<file path="src/rtl/ultrasonic_sensor_frontend_pkg.sv">
// Shared types and default timing for the three-channel ultrasonic ranging front end.
package ultrasonic_sensor_frontend_pkg;

  localparam int NUM_CH = 3;

  // Defaults assume a 10 MHz clk
  localparam int unsigned DEF_TRIG_CYCLES    = 100;
  localparam int unsigned DEF_NEAR_CYCLES    = 58000;
  localparam int unsigned DEF_TIMEOUT_CYCLES = 300000;
  localparam int unsigned DEF_GAP_CYCLES     = 100000;

  typedef enum logic [2:0] {
    IDLE,
    TRIG,
    WAIT_RISE,
    MEASURE,
    GAP
  } state_e;

endpackage

</file>
<file path="src/rtl/ultrasonic_sensor_frontend_if.sv">
// Measurement result bus: per-channel near flags plus an update strobe and its channel.
interface ultrasonic_sensor_frontend_if;
  import ultrasonic_sensor_frontend_pkg::*;

  logic [NUM_CH-1:0] near;
  logic              meas_valid;
  logic [1:0]        meas_chan;

  modport master (output near, meas_valid, meas_chan);
  modport slave  (input  near, meas_valid, meas_chan);
endinterface

</file>
<file path="src/rtl/ultrasonic_sensor_frontend_echo_sync.sv">
// One echo lane: 2-flop synchronizer plus history flop for edge detection.
module echo_sync (
  input  logic clk,
  input  logic rst_n,
  input  logic d,
  output logic level,
  output logic rise,
  output logic fall
);

  logic s1, s2, hist;

  always_ff @(posedge clk) begin
    if (!rst_n) begin
      s1   <= 1'b0;
      s2   <= 1'b0;
      hist <= 1'b0;
    end else begin
      s1   <= d;
      s2   <= s1;
      hist <= s2;
    end
  end

  assign level = s2;
  assign rise  = s2 & ~hist;
  assign fall  = ~s2 & hist;

endmodule

</file>
<file path="src/rtl/ultrasonic_sensor_frontend.sv">
// Round-robin trigger/echo timer for three ultrasonic sensors; flags echoes shorter than NEAR_CYCLES.
module ultrasonic_sensor_frontend
  import ultrasonic_sensor_frontend_pkg::*;
#(
  parameter int unsigned TRIG_CYCLES    = DEF_TRIG_CYCLES,
  parameter int unsigned NEAR_CYCLES    = DEF_NEAR_CYCLES,
  parameter int unsigned TIMEOUT_CYCLES = DEF_TIMEOUT_CYCLES,
  parameter int unsigned GAP_CYCLES     = DEF_GAP_CYCLES
) (
  input  logic                         clk,
  input  logic                         rst_n,
  input  logic                         ena,
  input  logic [NUM_CH-1:0]            echo_in,
  output logic [NUM_CH-1:0]            trig_out,
  ultrasonic_sensor_frontend_if.master meas
);

  localparam int CW = $clog2(TIMEOUT_CYCLES + 1);

  state_e            state, state_d;
  logic [CW-1:0]     cnt;
  logic [31:0]       cnt32;
  logic [1:0]        ch, ch_d;
  logic              upd, near_val, cnt_en;
  logic [NUM_CH-1:0] echo_s, echo_rise, echo_fall;

  for (genvar i = 0; i < NUM_CH; i++) begin : g_sync
    echo_sync u_sync (
      .clk   (clk),
      .rst_n (rst_n),
      .d     (echo_in[i]),
      .level (echo_s[i]),
      .rise  (echo_rise[i]),
      .fall  (echo_fall[i])
    );
  end

  assign cnt32 = 32'(cnt);

  always_ff @(posedge clk) begin
    if (!rst_n) state <= IDLE;
    else        state <= state_d;
  end

  always_comb begin
    state_d  = state;
    ch_d     = ch;
    upd      = 1'b0;
    near_val = 1'b0;
    cnt_en   = 1'b0;
    case (state)
      IDLE: state_d = TRIG;
      TRIG: begin
        cnt_en = 1'b1;
        if (cnt32 == TRIG_CYCLES - 1) state_d = WAIT_RISE;
      end
      WAIT_RISE: begin
        cnt_en = 1'b1;
        if (echo_rise[ch]) state_d = MEASURE;
        else if (cnt32 == TIMEOUT_CYCLES - 1) begin
          upd     = 1'b1;
          state_d = GAP;
        end
      end
      MEASURE: begin
        cnt_en = echo_s[ch];
        if (echo_fall[ch]) begin
          // The rise cycle that entered MEASURE is not in cnt, so width = cnt+1
          upd      = 1'b1;
          near_val = (cnt32 < NEAR_CYCLES - 1);
          state_d  = GAP;
        end else if (cnt32 == TIMEOUT_CYCLES - 1) begin
          upd     = 1'b1;
          state_d = GAP;
        end
      end
      GAP: begin
        cnt_en = 1'b1;
        if (cnt32 == GAP_CYCLES - 1) begin
          ch_d    = (ch == 2'd2) ? 2'd0 : ch + 2'd1;
          state_d = ena ? TRIG : IDLE;
        end
      end
      default: state_d = IDLE;
    endcase
    if (!ena) begin
      state_d = IDLE;
      ch_d    = 2'd0;
      upd     = 1'b0;
    end
  end

  always_ff @(posedge clk) begin
    if (!rst_n) begin
      cnt             <= '0;
      ch              <= 2'd0;
      trig_out        <= '0;
      meas.near       <= '0;
      meas.meas_valid <= 1'b0;
      meas.meas_chan  <= 2'd0;
    end else begin
      if (state_d != state) cnt <= '0;
      else if (cnt_en)      cnt <= cnt + CW'(1);
      ch              <= ch_d;
      trig_out        <= (state_d == TRIG) ? (NUM_CH'(1) << ch_d) : '0;
      meas.meas_valid <= upd;
      if (upd) begin
        meas.near[ch]  <= near_val;
        meas.meas_chan <= ch;
      end
      if (!ena) meas.near <= '0;
    end
  end

endmodule

</file>
<file path="src/flat_wrapper.sv">
// flat-port wrapper written by rule: the top's interface ports become plain ports
module ultrasonic_sensor_frontend_flat import ultrasonic_sensor_frontend_pkg::*;
#(
  parameter int unsigned TRIG_CYCLES    = DEF_TRIG_CYCLES,
  parameter int unsigned NEAR_CYCLES    = DEF_NEAR_CYCLES,
  parameter int unsigned TIMEOUT_CYCLES = DEF_TIMEOUT_CYCLES,
  parameter int unsigned GAP_CYCLES     = DEF_GAP_CYCLES
)
  (clk, rst_n, ena, echo_in, trig_out, meas_near, meas_meas_valid, meas_meas_chan);
  ultrasonic_sensor_frontend_if meas_i ();
  input  logic clk;
  input  logic rst_n;
  input  logic ena;
  input  logic [NUM_CH-1:0] echo_in;
  output logic [NUM_CH-1:0] trig_out;
  output wire logic [$bits(meas_i.near)-1:0] meas_near;
  output wire logic [$bits(meas_i.meas_valid)-1:0] meas_meas_valid;
  output wire logic [$bits(meas_i.meas_chan)-1:0] meas_meas_chan;
  assign meas_near = meas_i.near;
  assign meas_meas_valid = meas_i.meas_valid;
  assign meas_meas_chan = meas_i.meas_chan;
  ultrasonic_sensor_frontend #(.TRIG_CYCLES(TRIG_CYCLES), .NEAR_CYCLES(NEAR_CYCLES), .TIMEOUT_CYCLES(TIMEOUT_CYCLES), .GAP_CYCLES(GAP_CYCLES)) u_core (.clk(clk), .rst_n(rst_n), .ena(ena), .echo_in(echo_in), .trig_out(trig_out), .meas(meas_i));
endmodule
</file>
<file path="config.mk">
export PLATFORM = sky130hd
export DESIGN_NAME = ultrasonic_sensor_frontend_flat
export DESIGN_NICKNAME = d
export VERILOG_FILES = /design/src/rtl/ultrasonic_sensor_frontend_pkg.sv /design/src/rtl/ultrasonic_sensor_frontend_if.sv /design/src/rtl/ultrasonic_sensor_frontend_echo_sync.sv /design/src/rtl/ultrasonic_sensor_frontend.sv /design/src/flat_wrapper.sv
export SDC_FILE = /design/constraint.sdc
export NUM_CORES = 1
export LEC_CHECK = 0
export BUFFER_PORTS_ARGS = -buffer_cell sky130_fd_sc_hd__buf_2
export CAP_MARGIN = 10
export CORE_AREA = 2 2 76 78
export CTS_CLUSTER_DIAMETER = 120
export DETAILED_ROUTE_END_ITERATION = 6
export DIE_AREA = 0 0 78 80
export GPL_TIMING_DRIVEN = 0
export PLACE_DENSITY_LB_ADDON = 0.05
export SETUP_SLACK_MARGIN = 0.05
export SLEW_MARGIN = 0
export SYNTH_ARGS = -nofsm -noshare
export SYNTH_HDL_FRONTEND = slang
export SYNTH_SLANG_ARGS = --single-unit
export TNS_END_PERCENT = 5
</file>
<file path="constraint.sdc">
create_clock -name clk -period 2 [get_ports clk]
set_input_delay 0.2 -clock clk [delete_from_list [all_inputs] [get_ports clk]]
set_output_delay 0.2 -clock clk [all_outputs]
set_load 0.01 [all_outputs]
</file>
# Word-level counts from Yosys, hierarchy flattened
# Cells that the tools add are included.
totals:
  latchBits: 0
  mem_bits_ro: 0
  memories: 0
  mem_bits_rw: 0
  register_bits: 42
op_classes:
  n_mul: 0
  n_lt_le_gt_ge: 3
  n_shift: 1
  eq_ne: 10
  div_mod_pow: 0
  n_addsub: 2
  bitwise: 13
  muxes: 28
  n_reduce_logical: 6
op_table:
  columns: ["operator", "n"]
  rows:
  - ["adder 19 x 1 -> 19 bit (second input constant)", 1]
  - ["== test 19 x 17 -> 1 bit (second input constant)", 1]
  - ["== test 19 bit (second input constant)", 1]
  - ["== test 19 x 7 -> 1 bit (second input constant)", 1]
  - ["less-than comparator 19 x 16 -> 1 bit (second input constant)", 1]
  - ["two-way mux 3 bit", 6]
  - ["one-hot mux 3 bit (5 select lines)", 1]
  - ["two-way mux 1 bit", 10]
  - ["two-way mux 2 bit", 4]
  - ["inverter 1 bit", 7]
  - ["AND 1 bit", 6]
  - ["binary-select mux 1 bit (select 2 bit)", 3]
  - ["== test 3 x 1 -> 1 bit (second input constant)", 2]
  - ["== test 3 x 2 -> 1 bit (second input constant)", 2]
  - ["one-hot mux 1 bit (2 select lines)", 2]
  - ["AND reduction 2 bit", 2]
  - ["bitwise mux 3 bit", 1]
  - ["== test 3 bit (second input constant)", 1]
  - ["zero test 3 bit", 1]
  - ["less-than comparator 2 x 3 -> 1 bit (second input constant)", 1]
  - ["!= test 3 bit", 1]
  - ["OR reduction 3 bit", 1]
  - ["<< shifter 1 x 2 -> 3 bit (first input constant)", 1]
  - ["adder 2 x 1 -> 2 bit (second input constant)", 1]
  - ["5 further kinds", 5]

# Logic depth before layout (Yosys ltp)
logic_depth:
  word_depth: 9
  depth_mapped: 9
  mapped_depth_nobuf: 6

# Hierarchy
# Synthesis repeated with hierarchy kept, for this count alone.
unflattened:
  hier_cells: 248
  area_unflattened_um2: 2277.2
modules_own_cells:
  columns: ["module", "area_each_um2", "cells_per_inst", "n_inst", "seq_area_each_um2"]
  rows:
  - ["ultrasonic_sensor_frontend", 2003.2, 224, 1, 660.6]
  - ["echo_sync", 91.3, 8, 3, 60.1]

# Worst setup path before layout
# Ideal clock, no wire load.
synth_timing:
  path_kind: "reg2reg"
  startpoint: "register u_core.cnt[0]"
  endpoint: "register u_core.cnt[0]"
  required_ns: 1.884
  setup_ns: 0.116
  path_stages_with_launch: 8
  arrival_ns: 1.999
  path_slack_ns: -0.115
  path_cell_list: "dfxtp_1 > ha_1 > or4b_1 > nor4_4 > a21boi_2 > o311ai_4 > buf_6 > nor3_2"
synth_via:
  elab_chain_len: 7
  elab_cells_between_ends: 13
  cone_classes: "add/sub (1); eq/ne (4); mux (7); reduce/logical (1)"
synth_lines:
  columns: ["item", "line_no", "rtl"]
  rows:
  - ["from (decl)", "ultrasonic_sensor_frontend.sv:21", "logic [CW-1:0] cnt;"]
  - ["from (signal assigned)", "ultrasonic_sensor_frontend.sv:103", "else if (cnt_en) cnt <= cnt + CW'(1);"]
  - ["== test 19 bit", "ultrasonic_sensor_frontend.sv:60, ultrasonic_sensor_frontend.sv:72", null]
  - ["two-way mux 3 bit", "ultrasonic_sensor_frontend.sv:60, ultrasonic_sensor_frontend.sv:72", null]
  - ["two-way mux 3 bit, on equally long branches", "ultrasonic_sensor_frontend.sv:67, ultrasonic_sensor_frontend.sv:59", null]
  - ["one-hot mux 3 bit (5 select lines)", "ultrasonic_sensor_frontend.sv:51", "case (state)"]
  - ["two-way mux 3 bit", "ultrasonic_sensor_frontend.sv:86", "if (!ena) begin"]
  - ["!= test 3 bit", "ultrasonic_sensor_frontend.sv:102", "if (state_d != state) cnt <= '0;"]
  - ["OR reduction 2 bit (no line)", null, null]
# Parallel ways exist; a longest one is shown, timed or not.
# A chain may end at the register's enable or synchronous reset.

# Final worst setup path
layout_timing:
  startpoint: "register u_core.cnt[1]"
  endpoint: "register u_core.cnt[1]"
# Same word-level chain as after synthesis.

==> key figures <==
Timing
  • Slew HR: 59.9%
  • Period utilization: 103%
  • Worst Skew: 0.00939 ns
  • Fmax: 0.486 GHz
  • Final-report setup violation count: 19
  • RSZ-0062 raised after global routing: true
  • Fin. max-slew vios: 0
  • Min setup slack post-route: -0.0568 ns
  • Final min period: 2.06 ns
  • Final Hold Viols: 0
  • Worst-margin pin slew: 0.593 ns

Floorplan
  • Die ar.: 0.00624 sq mm
  • IO Pins: 15
  • Core area: 0.00541 sq mm
  • Row count: 27
  • Die X: 78 um
  • Die Y: 80 um
  • Initial Utilization: 44.2%

Hold path
  • HP Class: input pin to flip-flop

Logic synthesis
  • XOR/XNOR Fraction of Synth Area: 6.23%
  • Top cell type's share of synthesized area: 35.2%
  • Largest cells by area after synthesis: dfxtp_1, xor2_1, nor3_2
  • Number of synthesized register bits: 42
  • Distinct cell type count after synthesis: 55
  • Post-synthesis sequential area ratio: 35.2%
  • Post-synth top area cell: dfxtp_1
  • Number of synthesis warnings: 0
  • EDFF count, synth: 0
  • Asr flop ratio synth: 0%
  • Cells after Synth: 255
  • Multiplexer share of the synthesized area: 3.77%
  • Mapped Area: 0.00239 sq mm
  • Post-Synth Simple-Gate Area: 36.4%
  • Largest family of logic cells by synthesized area: simple AND/OR/NAND/NOR gates
  • Ys flop type: dfxtp_1
  • Post-synthesis compound-gate area fraction: 12.5%
  • Syn_area_per_cell: 9.37 sq um
  • Synth Area in Adders: 0.524%
  • Synthesized net count: 262

Finish
  • Layout cells sized above 1: 33.0%
  • Fin cells: 360
  • Fin util: 54.9%
  • # nets final: 294
  • Fillcell total: 504
  • Area growth from synthesis to layout: 24.3%
  • N_diodes: 0

Power and ir drop
  • Clock group share of total power: 41.7%
  • Leak: 1.04 nW
  • Switching Fraction: 23.7%
  • Worst IR Drop VDD: 393 uV
  • Reg power frac: 51.2%
  • Total power: 1.66 mW
  • Switching power total: 0.393 mW
  • Logic pwr share: 7.1%
  • Pint: 1.27 mW
  • Power density over cell area: 559 mW/mm^2

GRT
  • First-pass GRT wire length: 9.54 mm
  • GRT Residual Overflow: 0
  • Initial antenna violation count: 0
  • GR Util All Layers: 19.5%
  • Pin count of the biggest net entering global routing: 15
  • Vias in the first global route: 1867

Setup path
  • Crit. End Element: flip-flop
  • Setup crit start kind: flip-flop
  • Critical path required time: 2.19 ns
  • Arr. time, crit path: 2.25 ns
  • Setup CP Type: flip-flop to flip-flop
  • Largest fanout on the critical path: 5

Clock tree
  • CTS buffer count: 5
  • Clock buffer depth: 2
  • Clk root buf: clkbuf_8
  • TritonCTS clock tree: yes
  • Clock insertion delay at the later pin of the skew report: 0.30 ns
  • H-tree Lvls: 2
  • Num Clock Sinks: 42
  • Reg clk slew, reported paths: 0.08 ns

Status
  • Failing checks: negative setup slack
  • Status: finished with violations

Placed design
  • Port Buf Inserts: 14
  • Placed instance count: 341
  • Gpl congestion: 0.844
  • Hpwl dp: 3.92 mm

Routing
  • Via count: 2043
  • Drt total wl: 5.90 mm
  • Antenna Violating Nets Remaining: 0
  • Post-route DRC: 0
  • Drt initial violations: 135
  • Vias/cell: 5.68
  • First-pass DRT Iterations: 4
  • Routed len/inst: 16.4 um

Job
  • Max_cap viols: 0
## flip-flops by register name, summed over array words and instances (netlist names)
| register | cells |
|---|---|
| u_core.meas.meas_chan | 2 |
| u_core.ch | 2 |
| u_core.cnt | 19 |
| u_core.trig_out | 3 |
| u_core.state | 3 |
| u_core.meas.meas_valid | 1 |
| u_core.g_sync.u_sync.s1 | 3 |
| u_core.g_sync.u_sync.hist | 3 |
| u_core.g_sync.u_sync.level | 3 |
| u_core.meas.near | 3 |
## critical path, cell delays in order (launching register included)
cell,delay (ns)
dfxtp_4,0.37
ha_4,0.15
or4b_4,0.48
nor4_4,0.24
a21boi_4,0.13
o311ai_4,0.23
buf_6,0.18
buf_8,0.13
nor3_2,0.04
## final cells by class
cell class	instances	area [sq um]	share of cell area, %
Sequential cell	42	852	28.7
Clock inverter	3	45.0	1.52
Tap cell	72	90.1	3.04
Multi-Input combinational cell	189	1590	53.5
Timing Repair Buffer	25	171	5.78
Buffer	19	135	4.55
Inverter	5	18.8	0.632
Clock buffer	5	68.8	2.32
## power by group through the flow
| stage | Combinational, mW | Clock (mW) | Sequential, mW |
|---|---|---|---|
| global placement | 0.0858 | 0 | 0.870 |
| finish | 0.117 | 0.693 | 0.850 |
| CTS | 0.105 | 0.709 | 0.850 |
| detailed placement | 0.0855 | 0 | 0.871 |
| floorplan | 0.0612 | 0 | 0.870 |
| global route | 0.128 | 0.745 | 0.851 |
## through the flow
stage | setup WS [ns] | TNS [ns] | instance area, sq um | hold WS (ns)
after floorplan | -0.115 | -1.15 | 2390 | 0.327
after global placement | -0.438 | -8.38 | 2550 | 0.407
after detailed placement | -0.454 | -8.63 | 2550 | 0.411
after CTS | -0.211 | -4.54 | 2770 | 0.0931
after global routing | -0.116 | -2.03 | 2970 | 0.100
final | -0.0568 | -0.846 | 2970 | 0.103
## Yosys cell counts (all sizes together), types with 3 or more instances
master / instances
nand4bb: 4
nor2: 7
nand4b: 3
mux2i: 9
or4: 3
buf: 11
and3: 7
nor3: 22
o21ai: 8
clkbuf: 8
a31oi: 3
inv: 5
a21oi: 5
nand3: 15
a211oi: 6
or3: 4
nor4: 8
and2: 11
xnor2: 3
nand2: 9
dfxtp: 42
and4: 5
nand4: 14
xor2: 14
## worst paths after layout
path                         startpoint                            end  slack, ns  cells past startpoint
max                       u_core.cnt[1]                  u_core.cnt[1]      -0.06                      8
min                          echo_in[0]     u_core.g_sync[0].u_sync.s1       0.10                      2
max reg2reg               u_core.cnt[1]                  u_core.cnt[1]      -0.06                      8
min reg2reg  u_core.g_sync[1].u_sync.s1  u_core.g_sync[1].u_sync.level       0.43                      1
## cells by family after synthesis
group | count (synthesis)
compound gates | 38
flops | 42
simple gates | 124
mux | 9
fa+ha+maj | 1
buf+inv | 24
xor+xnor | 17
## timing repair
item / CTS / global route
hold buffers: 0 / 0
pin swaps: 3 / 15
buffers inserted: 6 / 4
resized for setup: 16 / 46
endpoints found under the setup margin: 31 / 32
cloned: 1 / 0
## layout by cell type (no fill, tap or decap), types with 6 or more instances in the layout
cell type	instances
and3_1	7
buf_2	21
dfxtp_1	37
buf_4	6
o21ai_0	8
nand2_1	7
nand3_1	13
nand4_1	14
xor2_1	14
nor3_1	11
mux2i_1	9
buf_6	9
nor3_2	11
and2_1	11
## routing by layer
metal / vias to the layer above / GRT usage, % / wire, um
met3: 10 / 2.94 / 191
met2: 47 / 28.2 / 2550
met4: 0 / 9.30 / 123
met5: - / 0 / 0
met1: 952 / 28.1 / 3040
li1: 1034 / - / -
Note: power is estimated with default switching activity, not from simulation.
